--- config.mk ---
export PLATFORM = sky130hd
export DESIGN_NAME = uart_rx_buffer
export DESIGN_NICKNAME = d
export VERILOG_FILES = /design/src/rtl/uart_pkg.sv /design/src/rtl/uart_sync_fifo.sv /design/src/rtl/uart_rx_buffer.sv
export SDC_FILE = /design/constraint.sdc
export NUM_CORES = 1
export LEC_CHECK = 0
export ABC_CLOCK_PERIOD_IN_PS = 8700
export BUFFER_PORTS_ARGS = -buffer_cell sky130_fd_sc_hd__clkbuf_2
export CORE_MARGIN = 4
export CORE_UTILIZATION = 62
export DETAILED_ROUTE_END_ITERATION = 16
export PLACE_DENSITY_LB_ADDON = 0.2
export SYNTH_ARGS = -nofsm -noshare
export SYNTH_HDL_FRONTEND = slang
export SYNTH_SLANG_ARGS = --single-unit
--- constraint.sdc ---
create_clock -name clk -period 8.7 [get_ports clk]
set_input_delay 0.87 -clock clk [delete_from_list [all_inputs] [get_ports clk]]
set_output_delay 0.87 -clock clk [all_outputs]
set_load 0.02 [all_outputs]
--- src/rtl/uart_pkg.sv ---
// -----------------------------------------------------------------------------
// uart_pkg
//   Shared types and constants for the UART receive/transmit buffering blocks.
//   UART_DATA_W  : default byte width, matches UART_CONTROLLER data_out
//   rxb_state_t  : capture FSM states of uart_rx_buffer
// -----------------------------------------------------------------------------
package uart_pkg;

    localparam int UART_DATA_W = 8;

    typedef enum logic [1:0] {
        RXB_IDLE,
        RXB_ACK,
        RXB_WAIT_LOW
    } rxb_state_t;

endpackage

--- src/rtl/uart_sync_fifo.sv ---
// -----------------------------------------------------------------------------
// uart_sync_fifo
//   Single-clock register-array FIFO with a combinational head read.
//   Shared by the RX and TX buffering paths.
//   clk, rst_n   : clock, asynchronous active-low reset (clears storage too)
//   push_i/data_i: write data_i at the edge (ignored when full)
//   pop_i        : advance head at the edge (ignored when empty)
//   full_o       : count_o == DEPTH
//   empty_o      : count_o == 0
//   count_o      : entries held, 0..DEPTH
//   head_o       : mem[rd_ptr], oldest entry
// -----------------------------------------------------------------------------
module uart_sync_fifo
    import uart_pkg::*;
#(
    parameter int DATA_W = UART_DATA_W,
    parameter int DEPTH  = 16,
    localparam int AW    = $clog2(DEPTH),
    localparam int CW    = AW + 1
) (
    input  logic              clk,
    input  logic              rst_n,
    input  logic              push_i,
    input  logic [DATA_W-1:0] data_i,
    input  logic              pop_i,
    output logic              full_o,
    output logic              empty_o,
    output logic [CW-1:0]     count_o,
    output logic [DATA_W-1:0] head_o
);

    logic [DATA_W-1:0] mem_q [DEPTH];
    logic [AW-1:0]     wr_ptr_q;
    logic [AW-1:0]     rd_ptr_q;
    logic [CW-1:0]     count_q;
    logic              do_push;
    logic              do_pop;

    assign full_o  = (count_q == CW'(DEPTH));
    assign empty_o = (count_q == '0);
    assign count_o = count_q;
    assign head_o  = mem_q[rd_ptr_q];

    // Guards live here so the FIFO can never over/underflow whatever the caller does.
    assign do_push = push_i & ~full_o;
    assign do_pop  = pop_i & ~empty_o;

    always_ff @(posedge clk or negedge rst_n) begin
        if (!rst_n) begin
            for (int i = 0; i < DEPTH; i++) mem_q[i] <= '0;
            wr_ptr_q <= '0;
            rd_ptr_q <= '0;
            count_q  <= '0;
        end else begin
            if (do_push) begin
                mem_q[wr_ptr_q] <= data_i;
                wr_ptr_q        <= wr_ptr_q + AW'(1);  // power-of-2 depth: wraps naturally
            end
            if (do_pop) rd_ptr_q <= rd_ptr_q + AW'(1);
            // Simultaneous push+pop leaves the count unchanged.
            case ({do_push, do_pop})
                2'b10:   count_q <= count_q + CW'(1);
                2'b01:   count_q <= count_q - CW'(1);
                default: count_q <= count_q;
            endcase
        end
    end

endmodule

--- src/rtl/uart_rx_buffer.sv ---
// -----------------------------------------------------------------------------
// uart_rx_buffer
//   Receive-side byte buffer between UART_CONTROLLER and the OS simulator.
//   Captures each byte the controller flags, acknowledges it with a one-cycle
//   nic_read pulse, and queues it for the OS.
//   clk, rst_n    : clock, asynchronous active-low reset
//   nic_irq       : controller "byte ready" level
//   nic_data      : controller byte, valid while nic_irq=1
//   nic_read      : registered one-cycle acknowledge to the controller
//   os_data       : head-of-queue byte, valid while os_valid=1
//   os_valid      : queue non-empty (OS receive interrupt)
//   os_read       : pop strobe, one byte per high cycle
//   count         : entries held
//   overflow      : sticky, byte discarded while full (DROP_ON_FULL=1 only)
//   clr_overflow  : synchronous clear of overflow (set wins if simultaneous)
// -----------------------------------------------------------------------------
module uart_rx_buffer
    import uart_pkg::*;
#(
    parameter int DATA_W       = UART_DATA_W,
    parameter int DEPTH        = 16,
    parameter bit DROP_ON_FULL = 1'b0
) (
    input  logic                     clk,
    input  logic                     rst_n,
    input  logic                     nic_irq,
    input  logic [DATA_W-1:0]        nic_data,
    output logic                     nic_read,
    output logic [DATA_W-1:0]        os_data,
    output logic                     os_valid,
    input  logic                     os_read,
    output logic [$clog2(DEPTH):0]   count,
    output logic                     overflow,
    input  logic                     clr_overflow
);

    rxb_state_t state_q;
    logic       nic_read_q;
    logic       overflow_q;
    logic       full;
    logic       empty;
    logic       capture;
    logic       drop;

    // A byte is taken only from IDLE, so one irq assertion yields one capture.
    assign capture = (state_q == RXB_IDLE) & nic_irq & ~full;
    assign drop    = DROP_ON_FULL & (state_q == RXB_IDLE) & nic_irq & full;

    always_ff @(posedge clk or negedge rst_n) begin
        if (!rst_n) begin
            state_q    <= RXB_IDLE;
            nic_read_q <= 1'b0;
            overflow_q <= 1'b0;
        end else begin
            nic_read_q <= 1'b0;
            case (state_q)
                RXB_IDLE: begin
                    // Full with DROP_ON_FULL=0: stay here, byte remains in the controller.
                    if (capture || drop) begin
                        state_q    <= RXB_ACK;
                        nic_read_q <= 1'b1;
                    end
                end
                RXB_ACK:      state_q <= RXB_WAIT_LOW;
                RXB_WAIT_LOW: if (!nic_irq) state_q <= RXB_IDLE;
                default:      state_q <= RXB_IDLE;
            endcase

            if (drop)              overflow_q <= 1'b1;
            else if (clr_overflow) overflow_q <= 1'b0;
        end
    end

    uart_sync_fifo #(
        .DATA_W (DATA_W),
        .DEPTH  (DEPTH)
    ) u_fifo (
        .clk     (clk),
        .rst_n   (rst_n),
        .push_i  (capture),
        .data_i  (nic_data),
        .pop_i   (os_read),
        .full_o  (full),
        .empty_o (empty),
        .count_o (count),
        .head_o  (os_data)
    );

    assign nic_read = nic_read_q;
    assign os_valid = ~empty;
    assign overflow = overflow_q;

endmodule

==> results.md, run 1 <==
* Outcome: complete, no violations
* Setup repair after global routing missed its margin: false
* Number of antenna violations at the first check in global routing at 0
* Post-synth ARST share at 1.00
* Maximum number of pins on one net before global-route repair at between 90 and 100
* Net count after synthesis at approximately 500
* Peak Freq at 269 MHz
* Post-Synthesis Mean Instance Area at approximately 14 um2
* Total Routing Usage GR at 0.233
* Total count of hold-check failures in the final report at 0
* Netlist cell types at 34
* Final Net Count at between 500 and 600
* Core Footprint at between 10,000 and 15,000 um2
* Number of warning messages in the yosys log at 0
* Type of origin of the critical path: register
* Total of endpoints with negative setup slack in the final report at 0
* Die Wd at ~110 um
* Most area-consuming cells after synthesis: sky130_fd_sc_hd__dfrtp_1 (53%), sky130_fd_sc_hd__mux2_2 (23%), sky130_fd_sc_hd__mux4_2 (5.3%)
* Starting density of the core at 0.646
* Share of the core filled with cells in the final layout at 0.721
* Post-synth top area share at 0.531
* Rows at 37
* Maximum VDD drop at between 0.0002 and 0.0003 V
* Total leakage power at between 3 and 4 nW
* Flop2flop setup slack at 5430 ps
* Weighted congestion reported at the end of routability-driven placement at 0.792
* DRC violation count after routing at 0
* CTS root buf: sky130_fd_sc_hd__clkbuf_8
* Die height at 113 um
* Via/cell ratio at 6.16
* Primary flip-flop cell chosen by synthesis mapping: sky130_fd_sc_hd__dfrtp_1
* Number of nets with antenna violations after routing at 0
* Worst setup slack after placement at about 5300 ps
* Number of storage elements in the synthesis netlist at between 100 and 150
* Detailed-route via count at approximately 4,000
* # hold bufs at CTS at 0
* Half-perimeter wire length after placement at roughly 9000 um
* Reported max-cap violation count at 0
* Library cell with the highest instance count after synthesis: sky130_fd_sc_hd__dfrtp_1
* Kind of path behind the tightest hold check: in -> async
* Maximum clock insertion buffer count at 2
* Cell taking the most area after synthesis: sky130_fd_sc_hd__dfrtp_1
* Worst max-slew margin expressed relative to the limit at 0.273
* Share of the clock period used by the worst path after layout at 0.427
* Fin Clk Skew at 13.4 ps
* Sequential fraction of the synthesis area at 0.531
* Area added between synthesis and finish at 11.7%
* Power per cell area at 405 nW/um2
* Arrival time of the worst setup path at 2850 ps
* Crit Path Max Fanout at 21
* Required time reported for the critical path endpoint at between 7000 and 8000 ps
* Final antenna diode count at 0
* TNS Setup at 0 ps
* Share of post-route cells with drive strength above 1 at 0.455
* Total gr overflow at 0
* Instance count of the mapped netlist at 479
* Wire length after detailed routing at ~14,000 um
* Final number of max-transition violations at 0
* Starting DRC count in detailed routing at approximately 280
* Crit Path Class: reg -> out
* Full die area at 12,700 um2
* Worst hold-check slack at 306 ps
* Vias in the first global route at ~4,200
* Final worst-path setup slack at around 5000 ps
* Average wire per standard cell at between 20 and 25 um
* Post-synth EDFFs at 0
* Post-CTS Setup Inserts at 0
* Io pins at 29
* Area of the mapped netlist at around 6800 um2
* TritonCTS clock tree: yes
* Clock slew at reported path FFs at about 60 ps
* Global-route wire length before repair at 23,000 um
* Clk sinks at about 140
* Detailed-routing iteration count for the pre-antenna-repair pass at 4
* Number of buffers inserted by port buffering at 26
* Leading post-synthesis cells by instance count: sky130_fd_sc_hd__dfrtp_1 (144), sky130_fd_sc_hd__mux2_2 (137), sky130_fd_sc_hd__mux2i_1 (24)
* Clock network latency to the later pin of the worst-skew pair at about 520 ps
* Number of buffers created by CTS at 17
* Post-layout minimum cycle time at approximately 3700 ps
* Max H-tree Level at 4
* Kind of end point of the critical path: output pin
* Actual slew at the worst max-slew pin at about 1100 ps
* Post_cts resized at 0
==> critical path, stage by stage, from the launching register on <==
cell,delay (ps)
sky130_fd_sc_hd__dfrtp_1,970
sky130_fd_sc_hd__nand2_1,440
sky130_fd_sc_hd__o21ai_0,330
sky130_fd_sc_hd__a21oi_1,110
sky130_fd_sc_hd__a22oi_1,180
sky130_fd_sc_hd__nand2_1,120
sky130_fd_sc_hd__clkbuf_2,170
==> registers in the layout, indices dropped and copies added, names as in the netlist <==
name,count
u_fifo.mem_q,128
u_fifo.count_o,5
u_fifo.rd_ptr_q,4
u_fifo.wr_ptr_q,4
state_q,2
nic_read,1
==> where the power goes <==
group	switching [mW]	internal, mW	leakage (nW)	total [mW]
sequential	0.210	0.978	1.85	1.19
combinational	0.582	0.584	1.37	1.17
clock	0.281	0.436	0.273	0.717
total	1.07	2.00	3.49	3.07
==> metrics by stage <==
| stage | power [mW] | cells | instance area [um2] |
|---|---|---|---|
| finish | 3.07 | 648 | 7580 |
| global route | 3.26 | 648 | 7580 |
| CTS | 3.09 | 648 | 7580 |
| detailed placement | 2.35 | 617 | 7000 |
| global placement | 2.29 | 617 | 7000 |
| floorplan | 2.04 | 479 | 6790 |
==> final timing paths <==
path                                                       to                      startpoint  cells past startpoint
worst min register to register  u_fifo.mem_q[105]$_DFFE_PN0P_   u_fifo.mem_q[105]$_DFFE_PN0P_                      1
worst max register to register  u_fifo.count_o[4]$_DFFE_PN0P_   u_fifo.count_o[1]$_DFFE_PN0P_                     12
min in group clk                u_fifo.mem_q[105]$_DFFE_PN0P_   u_fifo.mem_q[105]$_DFFE_PN0P_                      1
worst min-delay path              u_fifo.mem_q[8]$_DFFE_PN0P_                           rst_n                      1
worst max-delay path                               os_data[6]  u_fifo.rd_ptr_q[1]$_DFFE_PN0P_                      6
max in group asynchronous        u_fifo.mem_q[27]$_DFFE_PN0P_                           rst_n                      2
==> layer usage <==
metal  routed length, um  share of wire  GRT usage
met5                   0              0          0
met4                 131         0.0097     0.0633
met3                 461          0.034     0.0474
met2                6670           0.49      0.369
met1                6310           0.46      0.333
==> cell usage in the layout (no fill, tap or decap), types with 2 or more instances in the layout <==
master	count
sky130_fd_sc_hd__dfrtp_1	143
sky130_fd_sc_hd__mux2_2	137
sky130_fd_sc_hd__clkbuf_2	25
sky130_fd_sc_hd__mux2i_1	24
sky130_fd_sc_hd__o21ai_0	22
sky130_fd_sc_hd__nand2_1	19
sky130_fd_sc_hd__mux4_2	16
sky130_fd_sc_hd__clkbuf_16	16
sky130_fd_sc_hd__nand3_2	12
sky130_fd_sc_hd__a21oi_1	10
sky130_fd_sc_hd__inv_1	9
sky130_fd_sc_hd__ha_1	9
sky130_fd_sc_hd__a221oi_1	8
sky130_fd_sc_hd__a22oi_1	8
sky130_fd_sc_hd__xnor2_1	7
sky130_fd_sc_hd__nor2b_1	4
sky130_fd_sc_hd__clkinvlp_4	4
sky130_fd_sc_hd__buf_4	4
sky130_fd_sc_hd__xor2_1	3
sky130_fd_sc_hd__nor2_4	3
sky130_fd_sc_hd__nand3_1	3
sky130_fd_sc_hd__bufinv_16	3
sky130_fd_sc_hd__clkinv_4	3
sky130_fd_sc_hd__and2_1	2
sky130_fd_sc_hd__clkinv_2	2
==> cell type report <==
class | count | area [um2]
Sequential cell | 144 | 3600
Fill cell | 673 | 2930
Tap cell | 136 | 170
Clock buffer | 18 | 418
Multi-Input combinational cell | 298 | 3020
Timing Repair Buffer | 30 | 166
Clock inverter | 13 | 165
Inverter | 9 | 33.8
==> kinds of logic (layout without fill, tap and decap cells) <==
family / Yosys count / after routing / share of synthesized area
AOI/OAI and AO/OA: 51 / 51 / 0.0492
xor gates and xnor gates: 10 / 10 / 0.0129
adders and majority gates: 10 / 10 / 0.0195
buffers and inverters: 37 / 70 / 0.0236
DFF: 144 / 144 / 0.531
muxes: 177 / 177 / 0.316
other: 1 / 1 / 0.000553
and+or+nand+nor: 49 / 49 / 0.0474
Note: power is estimated with default switching activity, not from simulation.
==> run 2: changes to the inputs <==
--- a/config.mk
+++ b/config.mk
@@ -5,10 +5,10 @@
 export SDC_FILE = /design/constraint.sdc
 export NUM_CORES = 1
 export LEC_CHECK = 0
-export ABC_CLOCK_PERIOD_IN_PS = 8700
+export ABC_CLOCK_PERIOD_IN_PS = 3000
 export BUFFER_PORTS_ARGS = -buffer_cell sky130_fd_sc_hd__clkbuf_2
 export CORE_MARGIN = 4
-export CORE_UTILIZATION = 62
+export CORE_UTILIZATION = 56
 export DETAILED_ROUTE_END_ITERATION = 16
 export PLACE_DENSITY_LB_ADDON = 0.2
 export SYNTH_ARGS = -nofsm -noshare
==> constraint.sdc (replaced) <==
create_clock -name clk -period 3 [get_ports clk]
set_input_delay 0.3 -clock clk [delete_from_list [all_inputs] [get_ports clk]]
set_output_delay 0.3 -clock clk [all_outputs]
set_load 0.02 [all_outputs]
==> run 2 against run 1 <==
  * Largest cell class unchanged
  * Critical endpoint is now u_fifo.count_o[4]$_DFFE_PN0P_
  * Critical path type is now reg -> reg
  * Sequential power grew to 2.9 times the previous value
  * Critical path depth grew 4
  * Cell area grew 1.6%
  * Hold slack lost 170 ps
==> results.md, run 2 (synthesis gave the netlist of run 1 again) <==
* Final Net Count at roughly 530
* Required time reported for the critical path endpoint at roughly 3300 ps
* Die height at ~120 um
* Actual slew at the worst max-slew pin at just over 600 ps
* Total Routing Usage GR at 0.203
* Crit Path Max Fanout at 5
* CP Cell Sequence: nor4_4 -> nand2b_1 -> and2_1 -> ha_2 -> ha_1 -> nor2b_1 -> o21ai_1 -> a21oi_1 -> or3b_2 -> xnor2_1
* Wire length after detailed routing at ~13,000 um
* Grt peak-use layer: met2
* Clock network latency to the later pin of the worst-skew pair at between 400 and 500 ps
* Die Wd at ~120 um
* Kind of path behind the tightest hold check: in -> reg
* Power per cell area at 1170 nW/um2
* Total leakage power at ~3.5 nW
* Fillers at around 840
* CTS root buf: sky130_fd_sc_hd__clkbuf_16
* Worst max-slew margin expressed relative to the limit at 0.590
* Max H-tree Level at 4
* Most frequent standard cell in the layout excluding fill and tap cells: sky130_fd_sc_hd__dfrtp_1
* Fin Clk Skew at about 9.5 ps
* Total of endpoints with negative setup slack in the final report at 0
* Half-perimeter wire length after placement at 9100 um
* Final number of max-transition violations at 0
* Crit Path Class: reg -> reg
* Share of the core filled with cells in the final layout at 0.660
* Io pins at 29
* Clock slew at reported path FFs at roughly 60 ps
* Starting density of the core at 0.582
* Arrival time of the worst setup path at between 3000 and 4000 ps
* Core Footprint at 11,700 um2
* Number of nets with antenna violations after routing at 0
* Detailed-routing iteration count for the pre-antenna-repair pass at 4
* Type of origin of the critical path: register
* Vias in the first global route at roughly 4,200
* Top library cells by usage in the layout, fill and taps aside: sky130_fd_sc_hd__dfrtp_1 (141), sky130_fd_sc_hd__mux2_2 (137), sky130_fd_sc_hd__clkbuf_2 (25), sky130_fd_sc_hd__mux2i_1 (24), sky130_fd_sc_hd__o21ai_0 (21)
* Grt met3 use at 0.0601
* Global-route met2 utilization at 0.317
* Critical-path top delay cell: sky130_fd_sc_hd__or3b_2
* Depth of the worst register-to-register path at 10
* Kind of end point of the critical path: register
* Maximum clock insertion buffer count at 2
* Beginning of the worst register-to-register path: u_fifo.count_o[0]$_DFFE_PN0P_
* Met1 track utilization from global routing at 0.274
* Total count of hold-check failures in the final report at 0
* Largest stage delay on the critical path at between 400 and 500 ps
* Weighted congestion reported at the end of routability-driven placement at about 0.77
* CP startpoint: u_fifo.count_o[0]$_DFFE_PN0P_
* Family with the most delay on the worst path: simple AND/OR/NAND/NOR gates
* Maximum number of pins on one net before global-route repair at 79
* Post-layout minimum cycle time at 2850 ps
* TritonCTS clock tree: yes
* Share of post-route cells with drive strength above 1 at 0.467
* Average wire per standard cell at around 20 um
* Largest register FFs at ~130
* Rows at 39
* Clk sinks at 144
* Peak Freq at ~350 MHz
* Starting DRC count in detailed routing at between 150 and 200
* Reported max-cap violation count at 0
* Via/cell ratio at a little under 6
* Area added between synthesis and finish at 13.4%
* Detailed-route via count at around 3,900
* Number of antenna violations at the first check in global routing at 0
* Maximum VDD drop at about 0.00068 V
* Largest reg by FF count: u_fifo.mem_q
* Timing endpoint of the critical path: u_fifo.count_o[4]$_DFFE_PN0P_
* Number of buffers inserted by port buffering at 26
* Final antenna diode count at 0
* Full die area at roughly 14,000 um2
* Outcome: complete, no violations
* End of the worst register-to-register path: u_fifo.count_o[4]$_DFFE_PN0P_
* Total gr overflow at 0
* Instance count on the critical path at 10
* Setup repair after global routing missed its margin: false
* Share of the clock period used by the worst path after layout at 0.949
* Flop2flop setup slack at ~150 ps
* Number of buffers created by CTS at 17
* Worst path buffer plus inverter count at 0
* Global-route wire length before repair at 22,100 um
* TNS Setup at 0 ps
* DRC violation count after routing at 0
## run 2: cell type report
| class | count | area [um2] | area share |
|---|---|---|---|
| Timing Repair Buffer | 35 | 231 | 0.0301 |
| Tap cell | 143 | 179 | 0.0232 |
| Multi-Input combinational cell | 298 | 3030 | 0.394 |
| Clock buffer | 19 | 453 | 0.0588 |
| Inverter | 9 | 33.8 | 0.00439 |
| Clock inverter | 13 | 160 | 0.0208 |
| Sequential cell | 144 | 3610 | 0.469 |
## run 2: what timing repair did
item | 4_1_cts | 5_1_grt
resized for setup | 0 | 1
setup endpoints to repair | 0 | 1
hold buffers | 1 | 0
setup buffers | 0 | 1
endpoints found under the hold margin | 66 | 0
## run 2: layer usage
layer  vias to the layer above  wire (um)
met4                         0        149
met2                        46       6440
met5                         -          0
met3                        12        407
li1                       1804          -
met1                      2063       6250
## run 2: worst min path at each step
stage,startpoint,to,slack (ps),cells after the start
finish,nic_irq,state_q[1]$_DFFE_PN0P_,140,3
global placement,rst_n,u_fifo.mem_q[0]$_DFFE_PN0P_,330,1
detailed placement,rst_n,u_fifo.mem_q[0]$_DFFE_PN0P_,340,1
floorplan,rst_n,nic_read$_DFF_PN0_,4,0
CTS,nic_irq,state_q[1]$_DFFE_PN0P_,110,3
global route,nic_irq,state_q[1]$_DFFE_PN0P_,150,3
## run 2: through the flow
stage | worst slack [ps] | instance area, um2 | power [mW] | std cells | hold WS [ps]
global placement | 172 | 7070 | 6.71 | 627 | 333
finish | 153 | 7700 | 9.03 | 661 | 137
detailed placement | 38.1 | 7070 | 6.89 | 627 | 339
CTS | 14.5 | 7690 | 9.09 | 660 | 112
floorplan | 2.78 | 6800 | 5.95 | 479 | 4.41
global route | 24.3 | 7700 | 9.60 | 661 | 149
## run 2: worst min-delay path, stage by stage
cell,delay [ps]
sky130_fd_sc_hd__clkbuf_2,90
sky130_fd_sc_hd__nand3_1,60
sky130_fd_sc_hd__o21ai_0,60
## run 2: where the power goes
part | leakage, nW | total, mW | internal (mW) | switching [mW]
logic | 1.41 | 3.40 | 1.74 | 1.66
clock network | 0.288 | 2.16 | 1.35 | 0.809
registers | 1.85 | 3.46 | 2.84 | 0.624
total | 3.54 | 9.03 | 5.93 | 3.09
==> run 3: changes to the inputs <==
--- a/config.mk
+++ b/config.mk
@@ -7,10 +7,10 @@
 export LEC_CHECK = 0
 export ABC_CLOCK_PERIOD_IN_PS = 3000
 export BUFFER_PORTS_ARGS = -buffer_cell sky130_fd_sc_hd__clkbuf_2
-export CORE_MARGIN = 4
 export CORE_UTILIZATION = 56
 export DETAILED_ROUTE_END_ITERATION = 16
 export PLACE_DENSITY_LB_ADDON = 0.2
 export SYNTH_ARGS = -nofsm -noshare
 export SYNTH_HDL_FRONTEND = slang
+export SYNTH_HIERARCHICAL = 1
 export SYNTH_SLANG_ARGS = --single-unit
==> run 3 against run 2 <==
  * Sequential cell count stayed put
  * Power barely moved
  * Largest power group is now combinational logic
  * Sequential share of layout area decreased by 0.74 points
  * Synthesized cell count fell by 2.3%
  * Utilization down 1.1 points
  * Cell area is 1.6% higher
==> results.md, run 3 <==
* Outcome: complete, no violations
* Final Net Count at ~520
* Largest register FFs at about 130
* Number of warning messages in the yosys log at 6
* Total gr overflow at 0
* Kind of path behind the tightest hold check: in -> reg
* Share of post-route cells with drive strength above 1 at 0.446
* TNS Setup at 0 ps
* Sequential fraction of the synthesis area at 0.520
* Total count of hold-check failures in the final report at 0
* Number of buffers created by CTS at 17
* Total of endpoints with negative setup slack in the final report at 0
* Number of storage elements in the synthesis netlist at between 100 and 150
* Post-synth ARST share at 1.00
* Required time reported for the critical path endpoint at 2700 ps
* Max H-tree Level at 4
* Vias in the first global route at 4,196
* Top library cells by usage in the layout, fill and taps aside: sky130_fd_sc_hd__dfrtp_1 (140), sky130_fd_sc_hd__mux2_2 (117), sky130_fd_sc_hd__mux2i_1 (34), sky130_fd_sc_hd__clkbuf_2 (25), sky130_fd_sc_hd__clkbuf_16 (17)
* Primary flip-flop cell chosen by synthesis mapping: sky130_fd_sc_hd__dfrtp_1
* Detailed-routing iteration count for the pre-antenna-repair pass at 4
* Detailed-route via count at ~4,000
* Cell taking the most area after synthesis: sky130_fd_sc_hd__dfrtp_1
* Crit Path Max Fanout at 9
* DRC violation count after routing at 0
* Clock network latency to the later pin of the worst-skew pair at approximately 430 ps
* Weighted congestion reported at the end of routability-driven placement at around 0.77
* Starting density of the core at 0.575
* Via/cell ratio at 5.93
* Average wire per standard cell at approximately 22 um
* Area post-placement at 7210 um2
* Io pins at 29
* Wire length after detailed routing at between 10,000 and 15,000 um
* Actual slew at the worst max-slew pin at between 700 and 800 ps
* Maximum VDD drop at between 0.0006 and 0.0007 V
* Maximum number of pins on one net before global-route repair at 77
* Full die area at 12,800 um2
* Instance count of the mapped netlist at approximately 470
* Post-Synthesis Mean Instance Area at 14.8 um2
* Area of the mapped netlist at 6930 um2
* Number of antenna violations at the first check in global routing at 0
* Peak Freq at 359 MHz
* Clock slew at reported path FFs at around 60 ps
* Leading post-synthesis cells by instance count: sky130_fd_sc_hd__dfrtp_1 (144), sky130_fd_sc_hd__mux2_2 (117), sky130_fd_sc_hd__mux2i_1 (34)
* Die Wd at between 100 and 150 um
* Summed area of non-filler cells in the final layout at around 8000 um2
* Most frequent standard cell in the layout excluding fill and tap cells: sky130_fd_sc_hd__dfrtp_1
* Core Footprint at around 12,000 um2
* Net count after synthesis at ~490
* CTS root buf: sky130_fd_sc_hd__clkbuf_16
* Largest stage delay on the critical path at 650 ps
* Total Routing Usage GR at 0.256
* Rows at 40
* Worst max-slew margin expressed relative to the limit at 0.497
* Reported max-cap violation count at 0
* Post-layout minimum cycle time at ~2800 ps
* Largest reg by FF count: u_fifo/mem_q
* Post-synth top area share at 0.520
* Arrival time of the worst setup path at 2480 ps
* Kind of end point of the critical path: output pin
* Area added between synthesis and finish at 12.9%
* Die height at about 110 um
* Starting DRC count in detailed routing at 248
* Number of nets with antenna violations after routing at 0
* Netlist cell types at 40
* Power per cell area at around 1200 nW/um2
* Maximum clock insertion buffer count at 2
* Final antenna diode count at 0
* Post-synth EDFFs at 0
* Share of the clock period used by the worst path after layout at 0.928
* Type of origin of the critical path: register
* Post-CTS Setup Inserts at 0
* Fillers at between 800 and 900
* Final number of max-transition violations at 0
* Clk sinks at around 140
* Half-perimeter wire length after placement at ~9500 um
* TritonCTS clock tree: yes
* Setup repair after global routing missed its margin: false
* Library cell with the highest instance count after synthesis: sky130_fd_sc_hd__dfrtp_1
* Combined area of the multi-input logic cells at between 3000 and 4000 um2
* Area used by sequential logic in the layout at roughly 3600 um2
* Number of buffers inserted by port buffering at 26
* CP Cell Sequence: nor2b_1 -> buf_4 -> a221oi_1 -> o21ai_0 -> nand2_1 -> clkbuf_2
* Total leakage power at about 3.6 nW
* Critical-path top delay cell: sky130_fd_sc_hd__nor2b_1
* Fin Clk Skew at about 6.6 ps
* Most area-consuming cells after synthesis: sky130_fd_sc_hd__dfrtp_1 (52%), sky130_fd_sc_hd__mux2_2 (19%), sky130_fd_sc_hd__mux4_2 (5.2%)
* Global-route wire length before repair at 23,700 um
* Crit Path Class: reg -> out
* Family with the most delay on the worst path: simple AND/OR/NAND/NOR gates
* Worst path buffer plus inverter count at 2
run 3: cell count changes after synthesis, moves of 8 or more:
cell and delta:
sky130_fd_sc_hd__mux2_2 -20, sky130_fd_sc_hd__nand3_2 -12, sky130_fd_sc_hd__nand3_4 +12, sky130_fd_sc_hd__mux2_1 +11, sky130_fd_sc_hd__o21ai_0 -11, sky130_fd_sc_hd__mux2i_1 +10, sky130_fd_sc_hd__buf_2 +9, sky130_fd_sc_hd__a21oi_1 -8
sky130_fd_sc_hd__a221oi_1 +8
run 3: report_power, final:
group / internal (mW) / switching [mW]
clock network: 1.36 / 0.749
logic: 1.72 / 1.84
registers: 2.79 / 0.553
total: 5.87 / 3.14
run 3: kinds of logic (layout without fill, tap and decap cells):
group | Yosys count | count (layout) | synth area share
mux | 180 | 180 | 0.313
flops | 144 | 144 | 0.520
simple gates | 46 | 46 | 0.0635
compound gates | 41 | 41 | 0.0446
buf+inv | 36 | 73 | 0.0265
fa+ha+maj | 10 | 10 | 0.0191
xor+xnor | 10 | 10 | 0.0126
other cells | 1 | 1 | 0.000541
run 3: cell type report:
class,count,share of cell area
well taps,168,0.0269
flip-flops and latches,144,0.461
clock buffers,25,0.0620
clock inverters,6,0.0134
inverters,5,0.00240
repair buffers,37,0.0299
multi-input cells,288,0.404
run 3: worst register-to-register path, cell delays in order, from the launching register on:
cell and delay [ps]:
sky130_fd_sc_hd__dfrtp_2 470, sky130_fd_sc_hd__or4_1 560, sky130_fd_sc_hd__o21a_2 270, sky130_fd_sc_hd__ha_2 230, sky130_fd_sc_hd__fa_1 420, sky130_fd_sc_hd__a21o_1 190, sky130_fd_sc_hd__a21oi_1 190, sky130_fd_sc_hd__mux2i_1 240
sky130_fd_sc_hd__xnor2_1 130
run 3: path summary, 6_finish.rpt:
| kind | endpoint | cells after the start | slack, ps | start |
|---|---|---|---|---|
| min in group asynchronous | u_fifo/mem_q[85]$_DFFE_PN0P_ | 2 | 490 | rst_n |
| max | os_data[0] | 6 | 220 | u_fifo/rd_ptr_q[2]$_DFFE_PN0P_ |
| min reg2reg | u_fifo/mem_q[76]$_DFFE_PN0P_ | 1 | 490 | u_fifo/mem_q[76]$_DFFE_PN0P_ |
| max in group asynchronous | u_fifo/mem_q[16]$_DFFE_PN0P_ | 3 | 1510 | rst_n |
| max reg2reg | u_fifo/count_o[4]$_DFFE_PN0P_ | 8 | 220 | u_fifo/count_o[0]$_DFFE_PN0P_ |
| min | state_q[1]$_DFFE_PN0P_ | 3 | 130 | nic_irq |
run 3: repair_timing:
action	CTS	global route
hold buffers	1	0
gates resized for setup	0	3
endpoints found under the setup margin	0	1
hold endpoints to repair	74	0
run 3: per-stage QoR:
step / setup WS, ps / hold WS [ps] / util / cells / total power [mW]
after floorplan: 7.61 / 4.41 / - / 468 / 5.97
after CTS: 151 / 113 / 0.647 / 673 / 9.07
after global routing: 51.8 / 153 / 0.649 / 673 / 9.53
final: 216 / 132 / 0.649 / 673 / 9.02
after detailed placement: 162 / 387 / 0.598 / 641 / 6.93
after global placement: 236 / 373 / 0.598 / 641 / 6.77
run 3: per-layer routing:
metal,global-route usage,part of all wire
met5,0,0
met4,0.0939,0.016
met3,0.0616,0.038
met2,0.407,0.49
met1,0.343,0.45
